## src/rtl/handshake_rr_concentrator_pkg.sv

```systemverilog
// Shared helpers and default geometry for the round-robin handshake concentrator.
// A FIFO entry is packed as {channel index, data word}, channel in the upper bits.
package handshake_rr_concentrator_pkg;

    function automatic int clog2(input int value);
        int r;
        r = 0;
        for (int v = value - 1; v > 0; v = v >> 1) begin
            r = r + 1;
        end
        return r;
    endfunction

    localparam int DEF_WIDTH    = 32;
    localparam int DEF_CHANNELS = 4;
    localparam int DEF_DEPTH    = 4;
    localparam int DEF_CHW      = clog2(DEF_CHANNELS);
    localparam int DEF_AW       = clog2(DEF_DEPTH);
    localparam int DEF_EW       = DEF_CHW + DEF_WIDTH;

endpackage

```

## src/rtl/handshake_rr_arbiter.sv

```systemverilog
// Round-robin arbiter: search starts one past the last granted channel.
// The last-grant register moves only when the caller strobes update.
module handshake_rr_arbiter
    import handshake_rr_concentrator_pkg::*;
#(
    parameter int CHANNELS = 4,
    localparam int CHW = clog2(CHANNELS)
) (
    input  logic                clk,
    input  logic                rst_n,
    input  logic [CHANNELS-1:0] req,
    input  logic                enable,
    input  logic                update,
    output logic [CHANNELS-1:0] grant,
    output logic [CHW-1:0]      grant_idx
);

    logic [CHW-1:0] last_q;
    logic [CHW-1:0] last_d;
    logic [CHW-1:0] idx_v;
    logic           found;
    int             idx;

    always_comb begin
        grant     = '0;
        grant_idx = '0;
        found     = 1'b0;
        idx       = 0;
        idx_v     = '0;
        for (int k = 1; k <= CHANNELS; k++) begin
            idx   = (int'(last_q) + k) % CHANNELS;
            idx_v = CHW'(idx);
            if (enable && !found && req[idx_v]) begin
                found        = 1'b1;
                grant[idx_v] = 1'b1;
                grant_idx    = idx_v;
            end
        end
        last_d = last_q;
        if (update && found) begin
            last_d = grant_idx;
        end
    end

    // Reset to the top channel so channel 0 is searched first.
    always_ff @(posedge clk or negedge rst_n) begin
        if (!rst_n) begin
            last_q <= CHW'(CHANNELS - 1);
        end else begin
            last_q <= last_d;
        end
    end

endmodule

```

## src/rtl/handshake_rr_concentrator.sv

```systemverilog
// Multi-channel inrequest/incapable producers merged by a round-robin arbiter
// into a channel-tagged FIFO drained through outvalid/outaccept.
module handshake_rr_concentrator
    import handshake_rr_concentrator_pkg::*;
#(
    parameter int WIDTH    = 32,
    parameter int CHANNELS = 4,
    parameter int DEPTH    = 4,
    localparam int CHW = clog2(CHANNELS),
    localparam int AW  = clog2(DEPTH),
    localparam int EW  = CHW + WIDTH
) (
    input  logic                      clock,
    input  logic                      reset,
    input  logic [CHANNELS*WIDTH-1:0] datain,
    input  logic [CHANNELS-1:0]       inrequest,
    output logic [CHANNELS-1:0]       incapable,
    output logic [WIDTH-1:0]          dataout,
    output logic [CHW-1:0]            outchannel,
    output logic                      outvalid,
    input  logic                      outaccept,
    output logic [AW:0]               count
);

    logic [EW-1:0]       mem_q [DEPTH];
    logic [EW-1:0]       mem_d [DEPTH];
    logic [AW-1:0]       wr_ptr_q, wr_ptr_d;
    logic [AW-1:0]       rd_ptr_q, rd_ptr_d;
    logic [AW:0]         count_q, count_d;
    logic [WIDTH-1:0]    chan_word [CHANNELS];
    logic [CHANNELS-1:0] grant;
    logic [CHW-1:0]      grant_idx;
    logic                full;
    logic                push;
    logic                pop;

    for (genvar g = 0; g < CHANNELS; g++) begin : g_unpack
        assign chan_word[g] = datain[g*WIDTH +: WIDTH];
    end

    assign full = (count_q == (AW+1)'(DEPTH));

    // Gating with reset keeps incapable low for the whole time reset is held.
    handshake_rr_arbiter #(
        .CHANNELS (CHANNELS)
    ) u_arbiter (
        .clk       (clock),
        .rst_n     (reset),
        .req       (inrequest),
        .enable    (!full && reset),
        .update    (push),
        .grant     (grant),
        .grant_idx (grant_idx)
    );

    assign push       = |grant;
    assign pop        = outvalid && outaccept;
    assign incapable  = grant;
    assign outvalid   = (count_q != '0);
    assign count      = count_q;
    assign dataout    = mem_q[rd_ptr_q][WIDTH-1:0];
    assign outchannel = mem_q[rd_ptr_q][EW-1:WIDTH];

    // Pointers wrap for free because DEPTH is a power of two.
    always_comb begin
        mem_d    = mem_q;
        wr_ptr_d = wr_ptr_q;
        rd_ptr_d = rd_ptr_q;
        count_d  = count_q;
        if (push) begin
            mem_d[wr_ptr_q] = {grant_idx, chan_word[grant_idx]};
            wr_ptr_d        = wr_ptr_q + 1'b1;
        end
        if (pop) begin
            rd_ptr_d = rd_ptr_q + 1'b1;
        end
        if (push && !pop) begin
            count_d = count_q + 1'b1;
        end else if (pop && !push) begin
            count_d = count_q - 1'b1;
        end
    end

    always_ff @(posedge clock or negedge reset) begin
        if (!reset) begin
            for (int i = 0; i < DEPTH; i++) begin
                mem_q[i] <= '0;
            end
            wr_ptr_q <= '0;
            rd_ptr_q <= '0;
            count_q  <= '0;
        end else begin
            mem_q    <= mem_d;
            wr_ptr_q <= wr_ptr_d;
            rd_ptr_q <= rd_ptr_d;
            count_q  <= count_d;
        end
    end

endmodule

```

## config.mk

```make
export PLATFORM = sky130hd
export DESIGN_NAME = handshake_rr_concentrator
export DESIGN_NICKNAME = d
export VERILOG_FILES = /design/src/rtl/handshake_rr_concentrator_pkg.sv /design/src/rtl/handshake_rr_arbiter.sv /design/src/rtl/handshake_rr_concentrator.sv
export SDC_FILE = /design/constraint.sdc
export NUM_CORES = 1
export LEC_CHECK = 0
export CORE_MARGIN = 2
export CORE_UTILIZATION = 41
export DETAILED_ROUTE_END_ITERATION = 16
export PLACE_DENSITY_LB_ADDON = 0.3
export SETUP_SLACK_MARGIN = 0.3
export SKIP_LAST_GASP = 1
export SYNTH_ARGS = -nofsm -noshare
export SYNTH_HDL_FRONTEND = slang
export SYNTH_HIERARCHICAL = 1
export SYNTH_SLANG_ARGS = --single-unit
```

## constraint.sdc

```tcl
create_clock -name clock -period 11.9 [get_ports clock]
set_input_delay 1.785 -clock clock [delete_from_list [all_inputs] [get_ports clock]]
set_output_delay 1.785 -clock clock [all_outputs]
set_load 0.05 [all_outputs]
```

======== Word level (Yosys, flattened, before mapping) ========
Index checks and enable logic that the tools add are counted.
operators by class
  magnitude comparators ................... 12
  eq/ne operators ......................... 1
  multiplexer cells ....................... 39
  bitwise operators ....................... 6
  add/subtract/negate cells ............... 8
  reduce and logical (&&, ||, !) cells .... 26
operators by type and width
  cell                   number
  $bwmux W136            1
  $mux W34               3
  $bmux W34 S2           1
  $demux W34 S2          1
  $bmux W32 S2           1
  $mux W32               2
  $logic_and A1 B1 Y1    17
  $mux W4                4
  $lt A2 B3 Y1 const B   4
  $mux W1                12
  $or A4 B4 Y4           3
  $ge A3 B3 Y1 const B   3
  $not A2 Y3             3
  $add A2 B1 Y2 const B  4
  $bmux W1 S2            4
  $demux W1 S2           4
  $ge A2 B1 Y1 const B   4
  $mux W2                4
  $logic_not A1 Y1       6
  $mux W3                2
  $add A2 B2 Y2 const B  2
  $reduce_or A4 Y1       1
  $add A3 B1 Y3 const B  1
  $eq A3 B3 Y1 const B   1
  other kinds (4)        4
word-level totals
  output and inout bits ................... 42
  register bits after elaboration ......... 145

======== Logic depth before layout (Yosys ltp) ========
Gate-level depths: netlist (run 1).
  depth after elaboration ................. 22
  mapped depth ............................ 16
  mapped depth without buffers ............ 13

======== Modules after synthesis ========
The synthesis (run 1) kept the hierarchy.
by module, submodules not included
  module                     cells an instance  times used  area an instance (µm²)
  handshake_rr_concentrator  403                1           7687.4
  handshake_rr_arbiter       57                 1           559.3

======== Least setup slack after synthesis (run 1) ========
Ideal clock, no wire load.
  kind .................................... input -> output
  start ................................... in inrequest[0]
  end ..................................... out incapable[0]
  slack ................................... 6853 ps
  buffers on the path ..................... 1
  arrival ................................. 3262 ps
  required time ........................... 10115 ps
  stages .................................. 5
  path through ............................ mux4_1 buf_2 nand3b_1 a21boi_0 a221o_1
between the ends
  word-level cells in the longest chain between the ends .. 16
  elaborated cells on any way between the ends .. 28
RTL lines
  element                           RTL line                         source
  start: declaration                handshake_rr_concentrator.sv:16  input logic [CHANNELS-1:0] inrequest,
  $bmux W1 S2                       handshake_rr_arbiter.sv:33       if (enable && !found && req[idx_v]) begin
  $mux W1 (implied by the code)     handshake_rr_arbiter.sv:33
  $logic_and A1 B1 Y1               handshake_rr_arbiter.sv:33
  $mux W1                           handshake_rr_arbiter.sv:33
  $logic_not A1 Y1                  handshake_rr_arbiter.sv:33
  $logic_and A1 B1 Y1 (2 in a row)  handshake_rr_arbiter.sv:33
  $mux W1                           handshake_rr_arbiter.sv:33
  $logic_not A1 Y1                  handshake_rr_arbiter.sv:33
  $logic_and A1 B1 Y1 (2 in a row)  handshake_rr_arbiter.sv:33
  $mux W1                           handshake_rr_arbiter.sv:33
  $logic_not A1 Y1                  handshake_rr_arbiter.sv:33
  $logic_and A1 B1 Y1 (2 in a row)  handshake_rr_arbiter.sv:33
  $mux W4 (*)                       handshake_rr_arbiter.sv:33
  end: declaration                  handshake_rr_concentrator.sv:17  output logic [CHANNELS-1:0] incapable,
Mark *: on every way between the ends. The rest lies on a longest branch, timed or not. The select of a mux whose other input is x is not followed.

======== Worst setup path after layout (run 1) ========
  start ................................... in reset
  end ..................................... out incapable[2]
between the ends
  word-level cells in the longest chain between the ends .. 15
  elaborated cells on any way between the ends .. 21
RTL lines
  element                           RTL line                         source
  start: declaration                handshake_rr_concentrator.sv:14  input logic reset,
  $logic_and A1 B1 Y1 (*)           handshake_rr_concentrator.sv:50  .enable (!full && reset),
  $logic_and A1 B1 Y1               handshake_rr_arbiter.sv:33
  $mux W1                           handshake_rr_arbiter.sv:33
  $logic_not A1 Y1                  handshake_rr_arbiter.sv:33
  $logic_and A1 B1 Y1 (2 in a row)  handshake_rr_arbiter.sv:33
  $mux W1                           handshake_rr_arbiter.sv:33
  $logic_not A1 Y1                  handshake_rr_arbiter.sv:33
  $logic_and A1 B1 Y1 (2 in a row)  handshake_rr_arbiter.sv:33
  $mux W1                           handshake_rr_arbiter.sv:33
  $logic_not A1 Y1                  handshake_rr_arbiter.sv:33
  $logic_and A1 B1 Y1 (2 in a row)  handshake_rr_arbiter.sv:33
  $mux W4 (*)                       handshake_rr_arbiter.sv:33
Mark *: on every way between the ends. The rest lies on a longest branch, timed or not.

==> summary.txt, run 1 <==
Critical path
  • Required time of the worst setup path: approximately 10 ns
  • Critical Setup Path Class: input pin to output port
  • Critical path fanouts, max: between 70 and 80
  • Ordered cell list for the critical path: buf_6, a21boi_0, nand4_1, a21boi_0, a221o_1, clkdlybuf4s50_1
  • Slowest cell on the critical path: sky130_fd_sc_hd__a21boi_0
  • Arrival @ worst endpoint: slightly above 5 ns
  • Slowest stage delay, CP: about 0.9 ns
  • Register-to-register setup slack: 7.51 ns
  • Startpoint kind of the worst setup timing path: input pin
  • Kind of capture point of the worst setup path: output port
  • Worst path most repeated cell: sky130_fd_sc_hd__a21boi_0

Global routing
  • Wire length of the first global-routing pass: 30.81 mm
  • Total gr overflow: 0
  • Overall Global Routing Usage: 0.1834
  • Initial antenna violation count: 0
  • Pin count of the biggest net entering global routing: 75
  • Via count of the first global-routing pass: 5530

Die
  • I/O pin cnt: around 180
  • Count of standard-cell rows: approximately 50
  • Placeable core region: 19590 sq um
  • Vertical die dimension: between 100 and 150 microns
  • Effective utilization at floorplan: 0.4210
  • Floorplan die width: 145.8 microns
  • Total die area: roughly 21000 sq um

Timing
  • Final count of negative-setup-slack endpoints: 0
  • Final critical-path required period: around 6.9 ns
  • Headroom to the max-slew limit: 0.3127
  • Total negative slack: 0 ns
  • Portion of the clock cycle consumed by the worst path in the final layout: 0.5765
  • Final setup margin: approximately 5.0 ns
  • Number of hold violations in the final report: 0
  • Highest attainable clock frequency: 145.8 MHz
  • Tightest Pin Transition: 1.022 ns
  • Final worst clock skew: between 0.01 and 0.015 ns
  • Count of pins over their slew limit: 0
  • RSZ-0062 raised after global routing: false

Routing
  • Routed via count divided by cell count: 5.285
  • Via count: ~4800
  • Number of detailed-routing iterations run before antenna repair: 6
  • Count of routing violations after the opening detailed-route iteration: 213
  • Detail Route Antenna Nets: 0
  • Residual DRC: 0
  • Wirelength per Cell: 20.55 microns
  • Wire length reported by the detailed router: 18.55 mm

Yosys
  • Share of the yosys chip area belonging to registers: 0.4403
  • EDFF count, synth: 0
  • Combined area of all synthesized cells: 8247 sq um
  • Share of synthesized flip-flops with an asynchronous set or reset: 1.000
  • Average cell area after synthesis: about 18 sq um
  • Proportion of synthesized area in mux cells: 0.4412
  • Cell types occupying the most area after synthesis: sky130_fd_sc_hd__dfrtp_1 43%, sky130_fd_sc_hd__mux2_4 22%, sky130_fd_sc_hd__mux4_2 19%, sky130_fd_sc_hd__buf_12 3.2%, sky130_fd_sc_hd__mux2_2 2.5%
  • XOR/XNOR Fraction of Synth Area: 0.007434
  • Share of Yosys cell area claimed by the top area cell type: 0.4339
  • Post-synthesis net count: about 610
  • YS warnings: 6
  • Prevailing post-synth register cell: sky130_fd_sc_hd__dfrtp_1
  • Compound-Gate Fraction of Synth Area: 0.02109
  • Netlist cell types: 42
  • Most frequent cell after synthesis: sky130_fd_sc_hd__dfrtp_1
  • Post-synthesis adder-cell area fraction: 0.01608
  • Synthesized instance count: 460
  • Basic-gate share of the synthesized area counting and, or, nand and nor cells: 0.02579
  • Main combinational cell family by area after synthesis: multiplexers
  • Ranking of synthesized cells by instance count: 143 x sky130_fd_sc_hd__dfrtp_1, 120 x sky130_fd_sc_hd__mux2_4, 68 x sky130_fd_sc_hd__mux4_2
  • Cell taking the most area after synthesis: sky130_fd_sc_hd__dfrtp_1
  • Number of flip-flops and latches in the synthesized netlist: roughly 150

Final layout
  • # nets final: 770
  • Share of layout cells above drive strength 1: 0.3997
  • Area added between synthesis and finish: 28.78%
  • Filler Cells Inserted: between 1500 and 2000
  • Core utilization of the finished layout: 0.5421
  • Antenna diode count: 0

Clock tree
  • CTS Hold Buffers Added: 0
  • Setup fix buffers added after clock tree synthesis: 0
  • Clock H-tree levels: 4
  • Reg clk slew, reported paths: 0.06 ns
  • Num CTS Buffers: 17
  • Number of buffers on the longest clock path: 2
  • # resized after CTS: 0
  • Clock network latency to the later pin of the worst-skew pair: approximately 0.42 ns
  • Sink count of the clock tree: roughly 150
  • Clock root buffer: sky130_fd_sc_hd__clkbuf_16
  • TritonCTS clock tree: done

Placement
  • Input/output buffers: about 180
  • Setup slack at placement: a little over 5 ns
  • Estimated wirelength of the detail-placed design: 12.02 mm
  • Placer congestion estimate: 0.7704

Flow run
  • Max-cap violations: 0

Pwr
  • Leak: between 0.004 and 0.005 uW
  • Maximum VDD drop: around 0.0003 V
  • Total power per unit cell area: about 350 nW/um^2
  • Final Total Pwr: 3754 uW

Hold path
  • Hold Crit Class: register to register

Status
  • Status: complete, no violations
metrics by stage:
stage                     hold slack, ns  area, sq um  cells
after floorplan                   0.4738         8247    460
after global placement            0.4819        10000    871
after detailed placement          0.4900        10000    871
after CTS                         0.5061        10620    903
after global routing              0.5150        10620    903
final                             0.5023        10620    903
sequential cells by signal (all words and copies together), names as in the netlist:
register / count
mem_q: 136
count: 3
rd_ptr_q: 2
u_arbiter/last_q: 2
wr_ptr_q: 2
logic make-up (layout without fill, tap and decap cells):
family	Yosys count	count (layout)
muxes	213	213
DFF	145	145
buffers and inverters	38	216
and+or+nand+nor	26	26
AOI/OAI and AO/OA	21	21
adders and majority gates	10	10
xor gates and xnor gates	7	7
critical path: cells and delay by family:
| kind | cells | cell delay [ns] |
|---|---|---|
| AO/OA/AOI/OAI | 3 | 1.66 |
| buffers and inverters | 2 | 1.30 |
| AND/OR/NAND/NOR | 1 | 0.28 |
worst paths after layout:
check	startpoint	to	cells past startpoint
max reg2reg	u_arbiter/last_q[0]	mem_q[19]	8
min	mem_q[35]	mem_q[35]	1
min in group asynchronous	reset	mem_q[35]	1
max	reset	incapable[2]	6
min reg2reg	mem_q[35]	mem_q[35]	1
max in group asynchronous	reset	rd_ptr_q[0]	2
layout make-up:
class	instances	area, sq um	area share
Sequential cell	145	3633	0.3421
Tap cell	265	331.6	0.03122
Clock inverter	13	186.4	0.01755
Timing Repair Buffer	179	1785	0.1681
Multi-Input combinational cell	277	4232	0.3984
Inverter	5	18.77	0.001767
Clock buffer	19	432.9	0.04076
per-layer routing:
| layer | part of all wire | global-route usage | up-vias | wire length [microns] |
|---|---|---|---|---|
| met3 | 0.040 | 0.04075 | 18 | 738 |
| li1 | - | - | 2104 | - |
| met4 | 0.012 | 0.04951 | 0 | 223 |
| met5 | 0 | 0 | - | 0 |
| met2 | 0.51 | 0.3080 | 123 | 9380 |
| met1 | 0.44 | 0.2412 | 2527 | 8211 |
cells in the final DEF, fill, tap and decap left out, types with 3 or more instances in the layout:
master / n
sky130_fd_sc_hd__clkdlybuf4s50_1: 175
sky130_fd_sc_hd__dfrtp_1: 141
sky130_fd_sc_hd__mux2_4: 120
sky130_fd_sc_hd__mux4_2: 68
sky130_fd_sc_hd__mux2_2: 18
sky130_fd_sc_hd__clkbuf_16: 17
sky130_fd_sc_hd__ha_1: 9
sky130_fd_sc_hd__nand2_1: 6
sky130_fd_sc_hd__a21boi_0: 6
sky130_fd_sc_hd__inv_1: 5
sky130_fd_sc_hd__xnor2_1: 5
sky130_fd_sc_hd__mux2i_1: 5
sky130_fd_sc_hd__nand3b_1: 5
sky130_fd_sc_hd__nand2_8: 4
sky130_fd_sc_hd__clkinvlp_4: 4
sky130_fd_sc_hd__bufinv_16: 4
sky130_fd_sc_hd__a221o_1: 4
sky130_fd_sc_hd__buf_4: 3
report_power, final:
group / leakage, uW / internal, uW / switching [uW] / total [uW]
clock: 0.000290 / 351 / 208 / 559
sequential: 0.00173 / 758 / 193 / 951
combinational: 0.00259 / 1130 / 1110 / 2240
(Power assumes the default switching activity.)
==> inputs of run 2 (changes only) <==
==> constraint.sdc (replaced) <==
create_clock -name clock -period 7.05 [get_ports clock]
set_input_delay 1.0575 -clock clock [delete_from_list [all_inputs] [get_ports clock]]
set_output_delay 1.0575 -clock clock [all_outputs]
set_load 0.05 [all_outputs]
==> run 2 against run 1 <==
Against the previous run:
- clock skew shrank 0.0034 ns
- cell area hardly changed
- via count rose by 0.21%
- non-clock buffer count did not move
- sequential power grew 68%
- first-iteration DRC count is 21% lower
- critical endpoint unchanged
- largest cell class unchanged
- largest power group unchanged
- highest routed layer unchanged
==> summary.txt, run 2 (synthesis gave the netlist of run 1 again) <==
Status
  • Status: complete, no violations

Global routing
  • Total gr overflow: 0 (unchanged)
  • Via count of the first global-routing pass: 5546 (+0.29%)
  • Pin count of the biggest net entering global routing: 85 (+13%)
  • Wire length of the first global-routing pass: 30.42 mm (-1.3%)
  • Overall Global Routing Usage: 0.1812 (-0.002168)
  • Initial antenna violation count: 0 (unchanged)

Critical path
  • Ordered cell list for the critical path: buf_6, a21boi_0, nand4_1, a21boi_0, a221o_1, clkdlybuf4s50_1
  • Critical Setup Path Class: input pin to output port
  • Startpoint kind of the worst setup timing path: input pin
  • Slowest cell on the critical path: sky130_fd_sc_hd__a21boi_0
  • Worst path most repeated cell: sky130_fd_sc_hd__a21boi_0
  • Buffers & Inverters on Critical Path: 2 (unchanged)
  • Arrival @ worst endpoint: 4.26 ns (-0.81 ns)
  • Critical path fanouts, max: 63 (-15%)
  • Critical path's top delay family: compound AO/OA/AOI/OAI gates
  • Kind of capture point of the worst setup path: output port
  • Slowest stage delay, CP: 0.95 ns (+0.07 ns)
  • Register-to-register setup slack: 2.66 ns (-4.85 ns)
  • Required time of the worst setup path: 5.99 ns (-4.13 ns)

Timing
  • Number of hold violations in the final report: 0 (unchanged)
  • Tightest Pin Transition: 1.123 ns (+0.1010 ns)
  • Portion of the clock cycle consumed by the worst path in the final layout: 0.7545
  • Highest attainable clock frequency: between 150 and 200 MHz
  • Count of pins over their slew limit: 0 (unchanged)
  • Final count of negative-setup-slack endpoints: 0 (unchanged)
  • Final setup margin: 1.731 ns (-3.310 ns)
  • RSZ-0062 raised after global routing: false
  • Headroom to the max-slew limit: 0.2448 (-0.06790)
  • Final worst clock skew: 0.007293 ns (-0.003433 ns)
  • Final critical-path required period: ~5.3 ns
  • Total negative slack: 0 ns (unchanged)

Routing
  • Residual DRC: 0 (unchanged)
  • Count of routing violations after the opening detailed-route iteration: 168 (-21%)
  • Number of detailed-routing iterations run before antenna repair: 4 (-2)
  • Wire length reported by the detailed router: 18.39 mm (-0.89%)
  • Via count: 4782 (+0.21%)
  • Wirelength per Cell: 20.36 microns (-0.89%)
  • Routed via count divided by cell count: 5.296 (+0.21%)
  • Detail Route Antenna Nets: 0 (unchanged)

Final layout
  • # nets final: 770 (unchanged)
  • Share of layout cells above drive strength 1: 0.4013 (+0.001567)
  • Antenna diode count: 0 (unchanged)
  • Area added between synthesis and finish: 28.71% (about the same)
  • Area taken by multi-input logic gates: 4232 sq um (unchanged)
  • Filler Cells Inserted: 1594 (+0.38%)
  • Commonest non-fill, non-tap cell in the layout: sky130_fd_sc_hd__clkdlybuf4s50_1
  • Register name with the most flops: mem_q
  • Layout Cell Area excl Fill: 10610 sq um (about the same)
  • Most frequent cells in the layout: 175 x sky130_fd_sc_hd__clkdlybuf4s50_1, 141 x sky130_fd_sc_hd__dfrtp_1, 120 x sky130_fd_sc_hd__mux2_4, 68 x sky130_fd_sc_hd__mux4_2, 18 x sky130_fd_sc_hd__mux2_2
  • Sequential cell area: 3633 sq um (unchanged)
  • Flip-flop count of the largest register after layout: 136 (unchanged)

Placement
  • Setup slack at placement: 1.732 ns (-3.316 ns)
  • Input/output buffers: 176 (unchanged)
  • Dpl cell area: 10000 sq um (unchanged)
  • Estimated wirelength of the detail-placed design: 11.97 mm (-0.36%)
  • Placer congestion estimate: 0.7287 (-5.4%)

Die
  • Total die area: 21260 sq um (unchanged)
  • Floorplan die width: 145.8 microns (unchanged)
  • I/O pin cnt: 177 (unchanged)
  • Count of standard-cell rows: 51 (unchanged)
  • Placeable core region: 19590 sq um (unchanged)
  • Effective utilization at floorplan: 0.4210 (unchanged)
  • Vertical die dimension: 145.8 microns (unchanged)

Clock tree
  • Clock network latency to the later pin of the worst-skew pair: 0.42 ns (about the same)
  • Clock root buffer: sky130_fd_sc_hd__clkbuf_16
  • CTS Hold Buffers Added: 0 (unchanged)
  • Sink count of the clock tree: 145 (unchanged)
  • Clock H-tree levels: 4 (unchanged)
  • Number of buffers on the longest clock path: 2 (unchanged)
  • # resized after CTS: 0 (unchanged)
  • TritonCTS clock tree: done
  • Num CTS Buffers: 17 (unchanged)
  • Setup fix buffers added after clock tree synthesis: 0 (unchanged)
  • Reg clk slew, reported paths: 0.06 ns (about the same)

Pwr
  • Maximum VDD drop: 0.0005668 V (+89%)
  • Total power per unit cell area: 594.7 nW/um^2 (+68%)
  • Leak: 0.004613 uW (about the same)

Flow run
  • Max-cap violations: 0 (unchanged)

Hold path
  • Hold Crit Class: register to register
[run 2: cell count changes in the layout (fill, tap and decap cells not counted), sizes merged]
cell	delta
clkbuf	+1
bufinv	-1
clkinv	-1
inv	+1
[run 2: per-stage QoR]
step	hold slack (ns)	std cells	util	total power [uW]
6_report	0.5027	903	0.5418	6312
2_1_floorplan	0.4738	460	-	4632
3_3_place_gp	0.4821	871	0.5105	5306
3_5_place_dp	0.4907	871	0.5105	5422
4_1_cts	0.5054	903	0.5418	6383
5_1_grt	0.5173	903	0.5418	6635
[run 2: final cells by class]
type,instances,share of cell area
Clock buffer,20,0.04303
Clock inverter,12,0.01474
Inverter,5,0.001768
Multi-Input combinational cell,277,0.3987
Sequential cell,145,0.3423
Tap cell,265,0.03124
Timing Repair Buffer,179,0.1682
[run 2: worst paths after layout]
| check | start | to | cells after the start |
|---|---|---|---|
| min in group asynchronous | reset | count[0] | 1 |
| hold / removal | mem_q[67] | mem_q[67] | 1 |
| setup / recovery | reset | incapable[2] | 6 |
| setup reg to reg | u_arbiter/last_q[0] | mem_q[47] | 8 |
| max in group asynchronous | reset | mem_q[117] | 2 |
| hold reg to reg | mem_q[67] | mem_q[67] | 1 |
[run 2: where the power goes]
| group | switching [uW] | internal (uW) |
|---|---|---|
| registers | 317 | 1280 |
| clock network | 349 | 576 |
| logic | 1880 | 1910 |
[run 2: metal layers]
metal,share of wire,GRT usage,vias to the layer above
met5,0,0,-
met4,0.011,0.05735,0
met3,0.043,0.03636,16
met2,0.52,0.3137,136
met1,0.42,0.2290,2518
li1,-,-,2112
==> inputs of run 3 (changes only) <==
==> constraint.sdc (replaced) <==
create_clock -name clock -period 4.69 [get_ports clock]
set_input_delay 0.7035 -clock clock [delete_from_list [all_inputs] [get_ports clock]]
set_output_delay 0.7035 -clock clock [all_outputs]
set_load 0.05 [all_outputs]
==> run 3 against run 2 <==
Against the previous run:
- clock power increased by 66%
- die area unchanged
- clock-buffer cell count increased by 4
- register-to-register slack got worse by 2.1 ns
- first-iteration DRC count increased by 4.8%
- combinational power increased by 52%
- total power increased by 54%
- critical path type is now register to register
- critical endpoint is now mem_q[70]
==> summary.txt, run 3 (synthesis gave the netlist of run 1 again) <==
Placement
  • Estimated wirelength of the detail-placed design: 12.50 mm (+4.4%)
  • Placer congestion estimate: 0.7519 (+3.2%)
  • # placed instances: 877 (+0.69%)
  • Input/output buffers: 176 (unchanged)
  • Setup slack at placement: 0.4677 ns (-1.264 ns)

Pwr
  • Sw Ratio: 0.3955 (-0.007881)
  • Final Total Pwr: 9751 uW (+54%)
  • Maximum VDD drop: 0.0005125 V (-9.6%)
  • Internal Power: 5894 uW (+57%)
  • Net switching component of the power: 3856 uW (+51%)
  • Sequential share of power: 0.251 (-0.002)
  • Part of the power in combinational logic: 0.591 (-0.010)
  • Power share of the clock group: 0.158 (+0.011)
  • Leak: 0.004709 uW (+2.1%)
  • Total power per unit cell area: 904.4 nW/um^2 (+52%)

Critical path
  • Slowest cell on the critical path: sky130_fd_sc_hd__dfstp_2
  • Slowest stage delay, CP: 0.75 ns (-0.20 ns)
  • Critical Setup Path Class: register to register
  • Kind of capture point of the worst setup path: register
  • Arrival @ worst endpoint: 4.39 ns (+0.13 ns)
  • Ordered cell list for the critical path: inv_1, ha_1, mux4_1, nand3b_1, a21boi_0, a221o_1, or4_4, buf_4, nand2_8, mux2_2
  • Startpoint kind of the worst setup timing path: register
  • Required time of the worst setup path: 4.99 ns (-1.00 ns)
  • Critical path fanouts, max: 34 (-46%)

Final layout
  • Filler Cells Inserted: 1567 (-1.7%)
  • Number of standard cells in the layout, taps in and fillers out: 909 (+0.66%)
  • Area added between synthesis and finish: 30.74%
  • # nets final: 776 (+0.78%)
  • Commonest non-fill, non-tap cell in the layout: sky130_fd_sc_hd__clkdlybuf4s50_1
  • Share of layout cells above drive strength 1: 0.4130 (+0.01179)
  • Antenna diode count: 0 (unchanged)
  • Flip-flop count of the largest register after layout: 136 (unchanged)
  • Most frequent cells in the layout: 171 x sky130_fd_sc_hd__clkdlybuf4s50_1, 141 x sky130_fd_sc_hd__dfrtp_1, 120 x sky130_fd_sc_hd__mux2_4, 68 x sky130_fd_sc_hd__mux4_2, 18 x sky130_fd_sc_hd__mux2_2
  • Register name with the most flops: mem_q

Routing
  • Residual DRC: 0 (unchanged)
  • Routed via count divided by cell count: 5.332 (+0.69%)
  • Number of detailed-routing iterations run before antenna repair: 4 (unchanged)
  • Wirelength per Cell: 20.72 microns (+1.8%)
  • Via count: 4847 (+1.4%)
  • Wire length reported by the detailed router: 18.84 mm (+2.4%)
  • Count of routing violations after the opening detailed-route iteration: 176 (+4.8%)
  • Detail Route Antenna Nets: 0 (unchanged)

Timing
  • Final critical-path required period: a little over 4 ns
  • Count of pins over their slew limit: 0 (unchanged)
  • Highest attainable clock frequency: 244.4 MHz
  • Tightest Pin Transition: 1.021 ns (-0.1020 ns)
  • Total negative slack: 0 ns (unchanged)
  • RSZ-0062 raised after global routing: false
  • Headroom to the max-slew limit: 0.3195 (+0.07473)
  • Portion of the clock cycle consumed by the worst path in the final layout: 0.8723
  • Final count of negative-setup-slack endpoints: 0 (unchanged)
  • Final setup margin: 0.5991 ns (-1.132 ns)
  • Number of hold violations in the final report: 0 (unchanged)
  • Final Hold Slack: 0.4836 ns (-0.01910 ns)
  • Final worst clock skew: 0.004204 ns (-0.003089 ns)

Clock tree
  • TritonCTS clock tree: done
  • Reg clk slew, reported paths: 0.06 ns (about the same)
  • Clock root buffer: sky130_fd_sc_hd__clkbuf_16
  • Num CTS Buffers: 17 (unchanged)
  • Sink count of the clock tree: 145 (unchanged)
  • Setup fix buffers added after clock tree synthesis: 0 (unchanged)
  • # resized after CTS: 0 (unchanged)
  • Clock H-tree levels: 4 (unchanged)
  • Number of buffers on the longest clock path: 2 (unchanged)
  • CTS Hold Buffers Added: 0 (unchanged)
  • Clock network latency to the later pin of the worst-skew pair: 0.42 ns (about the same)

Global routing
  • Overall Global Routing Usage: 0.1869 (+0.005697)
  • Pin count of the biggest net entering global routing: 79 (-7.1%)
  • Total gr overflow: 0 (unchanged)
  • Initial antenna violation count: 1 (+1)
  • Wire length of the first global-routing pass: 31.36 mm (+3.1%)
  • Via count of the first global-routing pass: 5644 (+1.8%)

Flow run
  • Max-cap violations: 0 (unchanged)

Status
  • Status: complete, no violations

Die
  • Placeable core region: 19590 sq um (unchanged)
  • Floorplan die width: 145.8 microns (unchanged)
  • Total die area: 21260 sq um (unchanged)
  • Count of standard-cell rows: 51 (unchanged)
  • Vertical die dimension: 145.8 microns (unchanged)
  • Effective utilization at floorplan: 0.4210 (unchanged)
  • I/O pin cnt: 177 (unchanged)

Hold path
  • Hold Crit Class: input pin to async pin
-- run 3: metal layers --
metal | part of all wire | global-route usage
met1 | 0.43 | 0.2399
met2 | 0.51 | 0.3156
met3 | 0.046 | 0.04734
met4 | 0.017 | 0.05196
met5 | 0.00069 | 0
-- run 3: layout make-up --
type	count	area [sq um]	area share
multi-input combinational	277	4232	0.3925
sequential	145	3633	0.3370
timing repair buffer	185	1883	0.1747
clock buffer	24	511.7	0.04746
tap	265	331.6	0.03075
clock inverter	8	171.4	0.01590
inverter	5	18.77	0.001741
-- run 3: per-stage QoR --
step	utilization	area (sq um)
floorplan	-	8247
global placement	0.5155	10100
detailed placement	0.5155	10100
CTS	0.5504	10780
global route	0.5504	10780
finish	0.5504	10780
-- run 3: power by group through the flow --
| stage | registers, uW | logic, uW | clock network (uW) |
|---|---|---|---|
| 6_report | 2450 | 5760 | 1540 |
| 3_3_place_gp | 2390 | 5700 | 0 |
| 4_1_cts | 2450 | 5830 | 1560 |
| 3_5_place_dp | 2460 | 5800 | 0 |
| 5_1_grt | 2540 | 6070 | 1620 |
| 2_1_floorplan | 2210 | 4750 | 0 |
-- run 3: worst max-delay path: cells and delay by family (launching register included) --
family,cells,cell delay [ns]
muxes,2,0.91
and+or+nand+nor,3,1.08
DFF,1,0.75
buffers and inverters,2,0.38
adders and majority gates,1,0.41
AOI/OAI and AO/OA,2,0.41
-- run 3: worst paths after layout --
check | startpoint | end | slack (ns) | depth (start not counted)
setup reg to reg | u_arbiter/last_q[0] | mem_q[70] | 0.60 | 10
min in group clock | mem_q[2] | mem_q[2] | 0.50 | 1
hold / removal | reset | mem_q[35] | 0.48 | 2
max in group asynchronous | reset | rd_ptr_q[0] | 2.61 | 3
hold reg to reg | mem_q[2] | mem_q[2] | 0.50 | 1
setup / recovery | u_arbiter/last_q[0] | mem_q[70] | 0.60 | 10
==> variant 1 (settings of run 1) <==
Compare `count_q` against `(AW+1)'(DEPTH)` with >= in place of ==.
--- a/src/rtl/handshake_rr_concentrator.sv
+++ b/src/rtl/handshake_rr_concentrator.sv
@@ -38,7 +38,7 @@
         assign chan_word[g] = datain[g*WIDTH +: WIDTH];
     end
 
-    assign full = (count_q == (AW+1)'(DEPTH));
+    assign full = (count_q >= (AW+1)'(DEPTH));
 
     // Gating with reset keeps incapable low for the whole time reset is held.
     handshake_rr_arbiter #(
Check against the original RTL: same outputs for any inputs over 4 cycles, from zero or initial values and one cycle with reset low; that may be too few to reach the edited logic, so the function may still have changed.
==> variant 1 against run 1 <==
  * Wire length is 3.9% lower
  * Clock power is 3.8% lower
  * Setup slack better by 0.57 ns
  * Utilization is 0.12 points lower
  * First-iteration DRC count is 32% lower
  * Cell area is 0.22% lower
  * Sequential cell count stayed put
  * Power is 5.8% lower
  * Area after synthesis hardly changed
  * Highest routed layer unchanged
==> variant 1: results (changes against run 1) <==
[run_status]
outcome=finished clean

[yosys]
netlist_top_cells_count=dfrtp_1 (143), mux2_4 (120), mux4_2 (68)
synth_seq_area_share_pct=44.1  ; about the same
synth_cell_types=42  ; unchanged
synthTopCellsByArea=dfrtp_1 (43%), mux2_4 (22%), mux4_2 (19%)
ys_warn_count=6  ; unchanged
synth_nets=604  ; -0.17%
async_reset_ff_share_pct=100  ; unchanged

[cts]
insertion_delay_ns=0.42  ; about the same
cts_buffer_depth=2  ; unchanged
htreeDepth=4  ; unchanged
cts-resized-gates=0  ; unchanged
hold_buffers=0  ; unchanged
clockRootBuffer=clkbuf_16
numCtsBuffers=17  ; unchanged
cts_setup_buffers=0  ; unchanged
clkTransAtPathRegs_ns=0.05

[critical_path]
slowest_stage=clkdlybuf4s50_1
cp.arrival_ns=4.51  ; -0.56 ns
crit_fanout=39  ; -47%
slowest_delay_ns=0.81  ; -0.07 ns
ff2ff_setup_slack_ns=7.57  ; +0.06 ns

[placement]
gp_congestion=0.763  ; -0.91%
port_buffers=176  ; unchanged
hpwl_mm=11.7  ; -2.4%

[finish]
regMostFlops=mem_q
num_antenna_cells=0  ; unchanged
drive_above_1_share_pct=40.1  ; +0.13 points
nNetsFinal=770  ; unchanged
largest_register_ffs=136  ; unchanged

[route]
vias=4753  ; -0.40%
drc=0  ; unchanged
first_pass_iters=4  ; -2
wl_per_cell_microns=19.8  ; -3.7%
drtIter0Drc=145  ; -32%

[pwr]
ir_drop_v=0.000162  ; -46%
power.leakage_nw=4.62  ; +0.17%

[global_route]
grt_use_total_pct=17.5  ; -0.82 points
grt_start_max_net_pins=65  ; -13%
antenna_found_initial=0  ; unchanged
grt_pass1_vias=5433  ; -1.8%
grt_pass1_wl_mm=29.4  ; -4.5%

[timing]
relSlewSlack_pct=30.3  ; -0.96 points
skew_ns=0.00785  ; -0.00287 ns
hold_viol_final=0  ; unchanged

[min_path]
hold_class=reg2reg

-- variant 1: kinds of logic (layout without fill, tap and decap cells) --
logic type                 count (synthesis)  in the layout  synth area share (%)
DFF                                      145            145                  44.1
buffers and inverters                     38            215                  4.81
muxes                                    213            213                  44.1
and+or+nand+nor                           26             26                  2.61
xor gates and xnor gates                   7              7                 0.744
adders and majority gates                 10             10                  1.61
AOI/OAI and AO/OA                         20             20                  2.02
-- variant 1: final timing paths --
path / cells past startpoint / start / end
min: 1 / mem_q[135] / mem_q[135]
max in group asynchronous: 3 / reset / mem_q[72]
max: 6 / reset / incapable[0]
min reg2reg: 1 / mem_q[135] / mem_q[135]
max reg2reg: 8 / u_arbiter/last_q[0] / mem_q[55]
min in group asynchronous: 1 / reset / mem_q[16]
-- variant 1: per-layer routing --
metal / GRT usage [%] / up-vias / part of all wire [%]
li1: - / 2100 / -
met1: 22.3 / 2516 / 43
met2: 29.8 / 122 / 51
met3: 4.55 / 15 / 4.4
met4: 4.75 / 0 / 1.0
met5: 0 / - / 0
-- variant 1: area by class of cell --
cell class,count,area (sq um)
fill,1584,8990
multi-input combinational,276,4230
sequential,145,3630
timing repair buffer,180,1790
clock buffer,20,457
tap,265,332
clock inverter,10,136
inverter,5,18.8
-- variant 1: per-stage QoR --
step	cells	hold slack, ns	utilization (%)	worst slack (ns)	area (sq um)
final	901	0.501	54.1	5.61	10600
after global placement	871	0.482	51.1	5.73	10000
after floorplan	459	0.474	-	6.85	8240
after detailed placement	871	0.491	51.1	5.60	10000
after global routing	901	0.511	54.1	5.39	10600
after CTS	901	0.506	54.1	5.59	10600
-- variant 1: power breakdown --
| group | leakage [nW] | internal, mW | switching [mW] |
|---|---|---|---|
| sequential | 1.75 | 0.751 | 0.191 |
| combinational | 2.59 | 1.04 | 1.01 |
| clock | 0.284 | 0.337 | 0.200 |
-- variant 1: critical path, delay by kind of cell --
family | cells | cell delay [ns]
buf+inv | 2 | 1.10
simple gates | 2 | 0.82
compound gates | 2 | 0.76
==> variant 2 (settings of run 1) <==
Made on the original files. `CHANNELS` is set to 4 in 2 places; all go to 8.
--- a/src/rtl/handshake_rr_arbiter.sv
+++ b/src/rtl/handshake_rr_arbiter.sv
@@ -3,7 +3,7 @@
 module handshake_rr_arbiter
     import handshake_rr_concentrator_pkg::*;
 #(
-    parameter int CHANNELS = 4,
+    parameter int CHANNELS = 8,
     localparam int CHW = clog2(CHANNELS)
 ) (
     input  logic                clk,
--- a/src/rtl/handshake_rr_concentrator.sv
+++ b/src/rtl/handshake_rr_concentrator.sv
@@ -4,7 +4,7 @@
     import handshake_rr_concentrator_pkg::*;
 #(
     parameter int WIDTH    = 32,
-    parameter int CHANNELS = 4,
+    parameter int CHANNELS = 8,
     parameter int DEPTH    = 4,
     localparam int CHW = clog2(CHANNELS),
     localparam int AW  = clog2(DEPTH),
Interface: changed (resized datain, incapable, inrequest and outchannel); port bits go from 177 to 314. No check against the original RTL was run, so the function may have changed too.
==> variant 2 against run 1 <==
  * Area after synthesis up 25%
  * Wire length grew 42%
  * Fmax is 9.1% lower
  * Clock skew decreased by 0.0016 ns
  * Sequential cell count is 5 higher
  * Utilization up 3.2 points
  * Cell area rose by 35%
  * Setup slack worse by 0.69 ns
  * Die area increased by 24%
  * Critical path type is now reg2out
Power is not shown: default switching activity piles up to over one toggle a cycle in this logic, so the estimate is an artifact.
==> variant 2: results (changes against run 1) <==
[yosys]
synth_cell_types=59  ; +40%
netlist_top_cells_count=dfrtp_1 (147), mux2i_1 (144), inv_1 (139)
synth-xor-area-share_pct=1.01  ; +0.26 points
synth_seq_area_share_pct=36.4  ; -7.6 points
synthMuxAreaShare_pct=44.6  ; +0.49 points
synth_compound_area_share_pct=4.85  ; +2.7 points

[critical_path]
slowest_stage=dfstp_2
rr_endpoint=mem_q[131]
crit_end=incapable[6]
startpoint=u_arbiter/last_q[0]
crit_fanout=33  ; -55%
reg2reg_depth=13  ; +5
slowest_delay_ns=0.98  ; +0.10 ns
cp.arrival_ns=5.76  ; +0.69 ns

[finish]
seq-cell-share_pct=26.2  ; -8.0 points
nNonClkBuffers=326  ; +82%
inv_count=140  ; +135
largest_register_ffs=140  ; +2.9%
fill_cells=2106  ; +33%
clkCellAreaFrac_pct=4.21  ; -1.6 points
buf_share_pct=22.6  ; +5.8 points

[run_status]
outcome=finished clean

[placement]
hpwl_mm=18.6  ; +55%
gp_congestion=0.866  ; +12%

[global_route]
grt_pass1_vias=8226  ; +49%
grt_use_total_pct=20.3  ; +2.0 points
gr-usage-met1_pct=26.0  ; +1.9 points
grt_pass1_wl_mm=42.3  ; +37%
grt_use_met3_pct=4.07  ; about the same
met2_usage_pct=35.4  ; +4.6 points

[route]
wl_mm=26.4  ; +42%
first_pass_iters=4  ; -2
drtIter0Drc=285  ; +34%
via_per_inst=5.29  ; about the same
wl_met2_mm=13.4  ; +43%

[cts]
clock_sinks=150  ; +3.4%

[variant 2: changes by cell type after synthesis, moves of 10 or more]
cell     before  now
a21oi_1       1   18
buf_12       13    3
buf_2         6   30
inv_1         5  139
mux2_4      120    0
mux2i_1       5  144
mux2i_4       0   20
mux4_2       68  110
nand2_1       6   24
nor2_1        2   12
[variant 2: stage by stage]
step | cells | setup WS, ns | utilization, % | hold WS (ns) | instance area (sq um)
5_1_grt | 1425 | 4.06 | 57.4 | 0.510 | 14300
2_1_floorplan | 792 | 5.60 | - | 0.475 | 10300
3_3_place_gp | 1393 | 4.65 | 55.0 | 0.487 | 13700
6_report | 1425 | 4.36 | 57.4 | 0.502 | 14300
4_1_cts | 1425 | 4.41 | 57.4 | 0.508 | 14300
3_5_place_dp | 1393 | 4.63 | 55.0 | 0.494 | 13700
